==> config.mk <==
export PLATFORM = sky130hd
export DESIGN_NAME = dcp_io_arbiter
export DESIGN_NICKNAME = d
export VERILOG_FILES = /design/src/rtl/dcp_io_arbiter.sv
export SDC_FILE = /design/constraint.sdc
export NUM_CORES = 1
export LEC_CHECK = 0
export ABC_CLOCK_PERIOD_IN_PS = 1600
export BUFFER_PORTS_ARGS = -buffer_cell sky130_fd_sc_hd__buf_2
export CAP_MARGIN = 40
export CORE_AREA = 2 2 103 105
export CTS_CLUSTER_DIAMETER = 40
export CTS_CLUSTER_SIZE = 24
export DETAILED_ROUTE_END_ITERATION = 8
export DIE_AREA = 0 0 105 107
export PLACE_DENSITY = 0.62
export SLEW_MARGIN = 10
export SYNTH_ARGS = -nofsm -noshare
export SYNTH_HDL_FRONTEND = slang
export SYNTH_HIERARCHICAL = 1
export SYNTH_SLANG_ARGS = --single-unit
==> constraint.sdc <==
create_clock -name clk -period 1.6 [get_ports clk]
set_clock_uncertainty 0.05 [all_clocks]
set_input_delay 0.32 -clock clk [delete_from_list [all_inputs] [get_ports clk]]
set_output_delay 0.32 -clock clk [all_outputs]
set_load 0.005 [all_outputs]
==> src/rtl/dcp_io_arbiter.sv <==
// dcp_io_arbiter: shares one RX and one TX channel between N command units
//
// Two independent round-robin arbiters (one per channel). A grant is held for
// a whole req/ack transaction, then the priority pointer moves past the winner.
//
// Ports:
//   clk, rstn                  clock, synchronous active-low reset
//   req_rx/type_rx  [N]        per-unit RX request/type
//   ack_rx          [N]        per-unit RX ack (granted bit only)
//   req_tx/type_tx  [N]        per-unit TX request/type
//   dout            [N*DW]     per-unit TX data, unit i at [i*DW +: DW]
//   ack_tx          [N]        per-unit TX ack (granted bit only)
//   din_rx, flag_rx            RX data/flag broadcast from the rx unit
//   req_rx_o, type_rx_o        request/type to the rx unit
//   ack_rx_i, din_rx_i, flag_rx_i  from the rx unit
//   req_tx_o, type_tx_o, dout_o    request/type/data to the tx unit
//   ack_tx_i                   ack from the tx unit
//   gnt_rx, gnt_tx  [N]        one-hot grants, 0 when idle

module dcp_io_arb_ch #(
    parameter int N = 4
) (
    input  logic         clk,
    input  logic         rstn,
    input  logic [N-1:0] req,
    input  logic [N-1:0] type_i,
    input  logic         ack_i,
    output logic         req_o,
    output logic         type_o,
    output logic [N-1:0] ack,
    output logic [N-1:0] gnt
);
    localparam int IW = $clog2(N);

    typedef enum logic [1:0] {IDLE, BUSY, DONE} state_t;

    state_t        state_q, state_d;
    logic [IW-1:0] idx_q, idx_d, ptr_q, ptr_d, pick, nxt;
    logic          active;

    // Walk offsets downward so the smallest offset from the pointer wins.
    always_comb begin
        pick = '0;
        for (int k = N - 1; k >= 0; k--)
            if (req[(int'(ptr_q) + k) % N]) pick = IW'((int'(ptr_q) + k) % N);
    end

    assign nxt    = (int'(idx_q) == N - 1) ? '0 : idx_q + IW'(1);
    assign active = state_q != IDLE;
    assign req_o  = (state_q == BUSY) && req[idx_q];
    assign type_o = active && type_i[idx_q];
    assign gnt    = active ? N'(1) << idx_q : '0;
    assign ack    = (active && ack_i) ? N'(1) << idx_q : '0;

    always_comb begin
        state_d = state_q;
        idx_d   = idx_q;
        ptr_d   = ptr_q;
        case (state_q)
            IDLE: if (|req) begin
                idx_d   = pick;
                state_d = BUSY;
            end
            BUSY: if (ack_i) state_d = DONE;
                  else if (!req[idx_q]) begin
                      state_d = IDLE;
                      ptr_d   = nxt;
                  end
            default: if (!ack_i && !req[idx_q]) begin
                state_d = IDLE;
                ptr_d   = nxt;
            end
        endcase
    end

    always_ff @(posedge clk) begin
        if (!rstn) begin
            state_q <= IDLE;
            idx_q   <= '0;
            ptr_q   <= '0;
        end else begin
            state_q <= state_d;
            idx_q   <= idx_d;
            ptr_q   <= ptr_d;
        end
    end
endmodule

module dcp_io_arbiter #(
    parameter int N  = 4,
    parameter int DW = 32
) (
    input  logic          clk,
    input  logic          rstn,
    input  logic [N-1:0]  req_rx,
    input  logic [N-1:0]  type_rx,
    output logic [N-1:0]  ack_rx,
    input  logic [N-1:0]  req_tx,
    input  logic [N-1:0]  type_tx,
    input  logic [N*DW-1:0] dout,
    output logic [N-1:0]  ack_tx,
    output logic [DW-1:0] din_rx,
    output logic          flag_rx,
    output logic          req_rx_o,
    output logic          type_rx_o,
    input  logic          ack_rx_i,
    input  logic [DW-1:0] din_rx_i,
    input  logic          flag_rx_i,
    output logic          req_tx_o,
    output logic          type_tx_o,
    output logic [DW-1:0] dout_o,
    input  logic          ack_tx_i,
    output logic [N-1:0]  gnt_rx,
    output logic [N-1:0]  gnt_tx
);
    dcp_io_arb_ch #(.N(N)) u_rx (
        .clk(clk), .rstn(rstn), .req(req_rx), .type_i(type_rx), .ack_i(ack_rx_i),
        .req_o(req_rx_o), .type_o(type_rx_o), .ack(ack_rx), .gnt(gnt_rx)
    );

    dcp_io_arb_ch #(.N(N)) u_tx (
        .clk(clk), .rstn(rstn), .req(req_tx), .type_i(type_tx), .ack_i(ack_tx_i),
        .req_o(req_tx_o), .type_o(type_tx_o), .ack(ack_tx), .gnt(gnt_tx)
    );

    // One-hot grant makes an AND-OR mux sufficient; idle gives zero.
    always_comb begin
        dout_o = '0;
        for (int i = 0; i < N; i++)
            dout_o = dout_o | (gnt_tx[i] ? dout[i*DW +: DW] : '0);
    end

    assign din_rx  = din_rx_i;
    assign flag_rx = flag_rx_i;
endmodule
* Word level (Yosys, flattened, before mapping)
Cells that the tools add are included.
Storage, ports and cells: flip-flop bits (word level) 12, latch bits 0, RAM bits 0, bits in read-only memories 0, bits of input ports 181, output and inout port bits 85, logic and storage cells 149, memories 0
Cells by class: add/sub/neg operators 8, $mul 0, div/mod/pow operators 0, $lt $le $gt $ge 10, equality and inequality tests 12, shifts and indexed selects 2, multiplexer cells 66, bitwise operators 11, reductions and logical operators 34
Operators by type and width (number):
- two-way mux 32 bit | 4
- bitwise OR 32 bit | 3
- two-way mux 2 bit | 24
- binary-select mux 1 bit (select 2 bit) | 12
- less-than comparator 3 x 4 -> 1 bit, second input constant | 6
- two-way mux 1 bit | 18
- two-way mux 4 bit | 4
- one-hot mux 2 bit (2 select lines) | 4
- less-than comparator 2 x 3 -> 1 bit, second input constant | 4
- OR reduction 2 bit | 6
- adder 2 x 1 -> 2 bit, second input constant | 4
- adder 2 bit, second input constant | 4
- equality test 2 x 1 -> 1 bit, second input constant | 4
- logical AND 1 bit | 8
- != test 2 bit, second input constant | 4
- AND reduction 4 bit | 2
- nonzero test 2 bit | 4
- OR reduction 4 bit | 2
- << shifter 1 x 2 -> 4 bit, first input constant | 2
- bitwise AND 1 bit, first input constant | 6
- != test 3 bit, second input constant | 2
- AND reduction 3 bit | 2
- nonzero test 3 bit | 2
- zero test 1 bit | 4
- 4 further kinds | 8

* Longest topological paths before layout
depth in word-level cells 10, mapped depth 6, mapped depth without buffers 5

* By module
The synthesis kept the hierarchy.
By module, submodules not included:
- dcp_io_arb_ch | times used 2, cells an instance 64, area each 525.5 um^2
- dcp_io_arbiter | times used 1, cells an instance 141, area each 953.4 um^2

* Worst setup path after synthesis
Ideal clock, no wire load.
path kind register to output, start reg u_tx.state_q[1], end out dout_o[10], arrival time 1.393 ns, required time 1.230 ns, setup slack -0.163 ns, stages on the path, launching flop included 7, buffers on the path 2, cells stage by stage dfxtp_1 > or2_2 > clkbuf_1 > and2_1 > buf_6 > a22oi_1 > nand2_1
Between the ends: elaborated cells on any way between the ends 9, classes of those cells mux (5); bitwise (3); reduce/logical (1)
RTL lines:
- start: declaration | line 37 | state_t state_q, state_d;
- start signal: assignment | line 82 | state_q <= state_d;
- nonzero test 2 bit | line 49 | assign active = state_q != IDLE;
- two-way mux 4 bit | line 52 | assign gnt = active ? N'(1) << idx_q : '0;
- via gnt_tx[2] | line 114 | output logic [N-1:0] gnt_tx
- two-way mux 32 bit | line 130 | dout_o = dout_o | (gnt_tx[i] ? dout[i*DW +: DW] : '0);
- bitwise OR 32 bit (2 in a row) | line 130
- end: declaration | line 111 | output logic [DW-1:0] dout_o,
The timed path passes the listed nets, and every way through them passes these cells.

* Final worst setup path
start reg u_tx.state_q[1], end out dout_o[13]
Between the ends: cells in the longest elaborated chain, start to end 6, elaborated cells on any way between the ends 9, classes of those cells mux (5); bitwise (3); reduce/logical (1)
RTL lines (line):
- nonzero test 2 bit (*) | 49
- two-way mux 4 bit (*) | 52
- two-way mux 32 bit | 130
- bitwise OR 32 bit (2 in a row) | 130
- bitwise OR 32 bit (*) | 130
Mark *: on every way between the ends. The rest lies on a longest branch, timed or not.

==> impl_metrics.toml <==
[power]
switching_share = 0.385
p_clk_frac = 0.171
pwr-share-seq = 0.186
netSwitchingPower_mw = 0.756
power.density_mw_per_mm2 = 524
power_frac_comb = 0.643
p_leak_nw = 1.82
p_int_mw = 1.21
max-vdd-ir-drop_v = 0.000392

[final_layout]
fin_area_mm2 = 0.00374
fin_nets = 659
n_antenna_cell = 0
seq_area_um2 = 253
fill_cells = 1095
syn_to_final_growth_pct = 86.8
drive_above_1_share = 0.721
multi_input_area_mm2 = 0.00179

[global_route]
grt_pass1_wl_um = 15700
grt_max_degree = 18
antenna_found_initial = 0
grt-ovfl-total = 0
grtUsageTotal = 0.177
grt_pass1_vias = 2924

[placed_design]
placedInstanceArea_mm2 = 0.00314
dp.final_hpwl_um = 7620
numPortBuffers = 199
place.gp.congestion = 0.844

[die]
io_pins = 266
dieArea_mm2 = 0.0112
rows = 37
initial_utilization = 0.199
die_h_um = 107
die_x_um = 105
coreArea_mm2 = 0.0101

[synth]
syn_nets = 458
synth_top_area_share = 0.240
synth_top_area_cell = "a22oi_1"
ys_top_cells_by_area = "a22oi_1, buf_4, dfxtp_1, nand2_1, ha_1"
yosysSeqAreaShare = 0.120
ys_warn_count = 6
synth_area_mm2 = 0.00200
ys_types = 32
postSynthAreaPerCell_um2 = 7.45
synth-seq-cells = 12
syn_inst = 269

[min_path]
hold_path_class = "input port to flop"
worstHoldPathCells = 3
hold_start = "ack_tx_i"

[sta]
setup_viol = 43
hold_viol = 0
max_freq_mhz = 515
worst_pin_slew_ps = 374
fin_ws_ps = -341
slew_viol_final = 0
max-slew-margin-rel = 0.750
fin_tns_setup_ps = -10980
fin_crit_sh = 1.21
period_minus_slack_ps = 1940
rsz0062_at_grt = "yes"

[route]
via_per_inst = 4.89
first_pass_iters = 5
post_drt_wl_per_cell_um = 18.1
drt-total-wl_um = 10900
first_iter_violations = 176
drc = 0
ant_nets = 0
num_vias = 2959

[worst_setup_path]
rr_worst_depth = 6
cp_max_fo = 15
worstPathArrival_ps = 1570
cpPeakStageDelay_ps = 330
crit_start = "u_tx/state_q[1]"
critPathKind = "flop to output port"
slowest_stage = "dfxtp_2"
setup.worst_path.start_class = "flop"
path_cells = "or2_4 -> and2_4 -> buf_12 -> a22oi_2 -> nand2_1 -> buf_2"
end_kind = "output port"
r2r_start = "u_tx/idx_q[1]"
crit_required_ps = 1230

[outcome]
violations = "negative setup slack"
status = "complete, but fails checks"

[clocking]
clk_pin_slew_ps = 60
cts_root_buf = "clkbuf_8"
htreeDepth = 1
cts.sinks = 12
cts.path.max_buffers = 2
cts_tree = "built"
clkLatencyLatePin_ps = 240
cts_made_buffers = 3
cts_hold_buf = 0

[flow_run]
maxCapViolCount = 0
==> stage by stage <==
step           setup WS [ps]  power (mW)  std cells  utilization  hold slack (ps)
2_1_floorplan          0.220       0.934        269            -              409
3_3_place_gp            -350        1.34        578        0.311              434
3_5_place_dp            -363        1.36        578        0.311              443
4_1_cts                 -357        1.90        598        0.346              363
5_1_grt                 -403        2.10        605        0.371              385
6_report                -341        1.96        605        0.371              384
==> cells in the final DEF (no fill, tap or decap), types with 3 or more instances in the layout <==
| cell type | Yosys | routed |
|---|---|---|
| buf_2 | 5 | 187 |
| nand2_1 | 44 | 44 |
| a22oi_2 | 0 | 39 |
| a22oi_1 | 64 | 25 |
| buf_4 | 36 | 23 |
| buf_6 | 6 | 20 |
| and2_4 | 0 | 17 |
| ha_4 | 0 | 7 |
| a21oi_1 | 6 | 6 |
| nor2_1 | 6 | 6 |
| o32ai_1 | 6 | 6 |
| dfxtp_1 | 12 | 6 |
| buf_12 | 0 | 5 |
| and3_4 | 0 | 5 |
| o21ai_0 | 6 | 5 |
| clkbuf_8 | 0 | 4 |
| inv_4 | 0 | 4 |
| mux4_2 | 2 | 4 |
| a31oi_1 | 4 | 4 |
| inv_1 | 8 | 4 |
| nor3_1 | 4 | 4 |
| nor2b_1 | 4 | 4 |
| dfxtp_2 | 0 | 4 |
| or2_4 | 0 | 3 |
| and3_1 | 8 | 3 |
==> timing repair <==
action | in CTS | in global routing
endpoints found under the setup margin | 51 | 55
setup buffers | 6 | 8
gates cloned | 10 | 0
pin swaps | 11 | 3
gates resized for setup | 49 | 34
==> metal layers <==
metal / wire length [um] / track usage / up-vias
li1: - / - / 1387
met1: 4480 / 0.216 / 1375
met2: 5410 / 0.312 / 185
met3: 914 / 0.0474 / 12
met4: 116 / 0.0343 / 0
met5: 0 / 0 / -
==> power groups by stage <==
stage | registers [mW] | clock network (mW) | logic, mW
after global placement | 0.359 | 0 | 0.985
after global routing | 0.371 | 0.369 | 1.36
after detailed placement | 0.361 | 0 | 0.995
after CTS | 0.364 | 0.349 | 1.18
after floorplan | 0.364 | 0 | 0.570
final | 0.365 | 0.336 | 1.26
==> sequential cells by signal, indices dropped and copies added, names as in the netlist <==
signal / count
u_rx/ptr_q: 2
u_tx/ptr_q: 2
u_tx/idx_q: 2
u_rx/state_q: 2
u_rx/idx_q: 2
u_tx/state_q: 2
==> synth_stat cells <==
| cell type | number |
|---|---|
| a22oi_1 | 64 |
| nand2_1 | 44 |
| buf_4 | 36 |
| dfxtp_1 | 12 |
| and2_1 | 10 |
| and3_1 | 8 |
| ha_1 | 8 |
| inv_1 | 8 |
| a21oi_1 | 6 |
| buf_6 | 6 |
| nor2_1 | 6 |
| o21ai_0 | 6 |
| o32ai_1 | 6 |
| buf_2 | 5 |
| a31oi_1 | 4 |
| nor2b_1 | 4 |
| nor3_1 | 4 |
| nor4_1 | 4 |
| a31o_2 | 2 |
| and3b_2 | 2 |
| clkbuf_1 | 2 |
| mux2_2 | 2 |
| mux2i_1 | 2 |
| mux4_1 | 2 |
| mux4_2 | 2 |
| nand2b_1 | 2 |
| nand3_1 | 2 |
| nand3b_1 | 2 |
| nor2_2 | 2 |
| nor3_2 | 2 |
| o211ai_1 | 2 |
| or2_2 | 2 |
==> path summary, 6_finish.rpt <==
kind / slack, ps / endpoint
max: -340 / dout_o[13]
min: 380 / u_tx/state_q[1]
max reg2reg: 70 / u_tx/ptr_q[0]
min reg2reg: 440 / u_tx/ptr_q[0]
==> cell type report <==
class	instances	area share
Clock buffer	4	0.0147
Inverter	8	0.0107
Multi-Input combinational cell	210	0.479
Sequential cell	12	0.0675
Tap cell	136	0.0454
Timing Repair Buffer	235	0.383
==> logic make-up (layout without fill, tap and decap cells) <==
family / count (synthesis) / in the layout / synth area share
AOI/OAI and AO/OA: 90 / 90 / 0.325
adders and majority gates: 8 / 8 / 0.0499
buffers and inverters: 57 / 247 / 0.200
DFF: 12 / 12 / 0.120
muxes: 8 / 8 / 0.0699
and+or+nand+nor: 94 / 104 / 0.236
==> worst max-delay path, delay by kind of cell (launching register included) <==
family	cells	cell delay [ps]
compound gates	1	170
buf+inv	2	280
flops	1	330
simple gates	3	540
No activity file was read; power rests on OpenSTA's default activity.
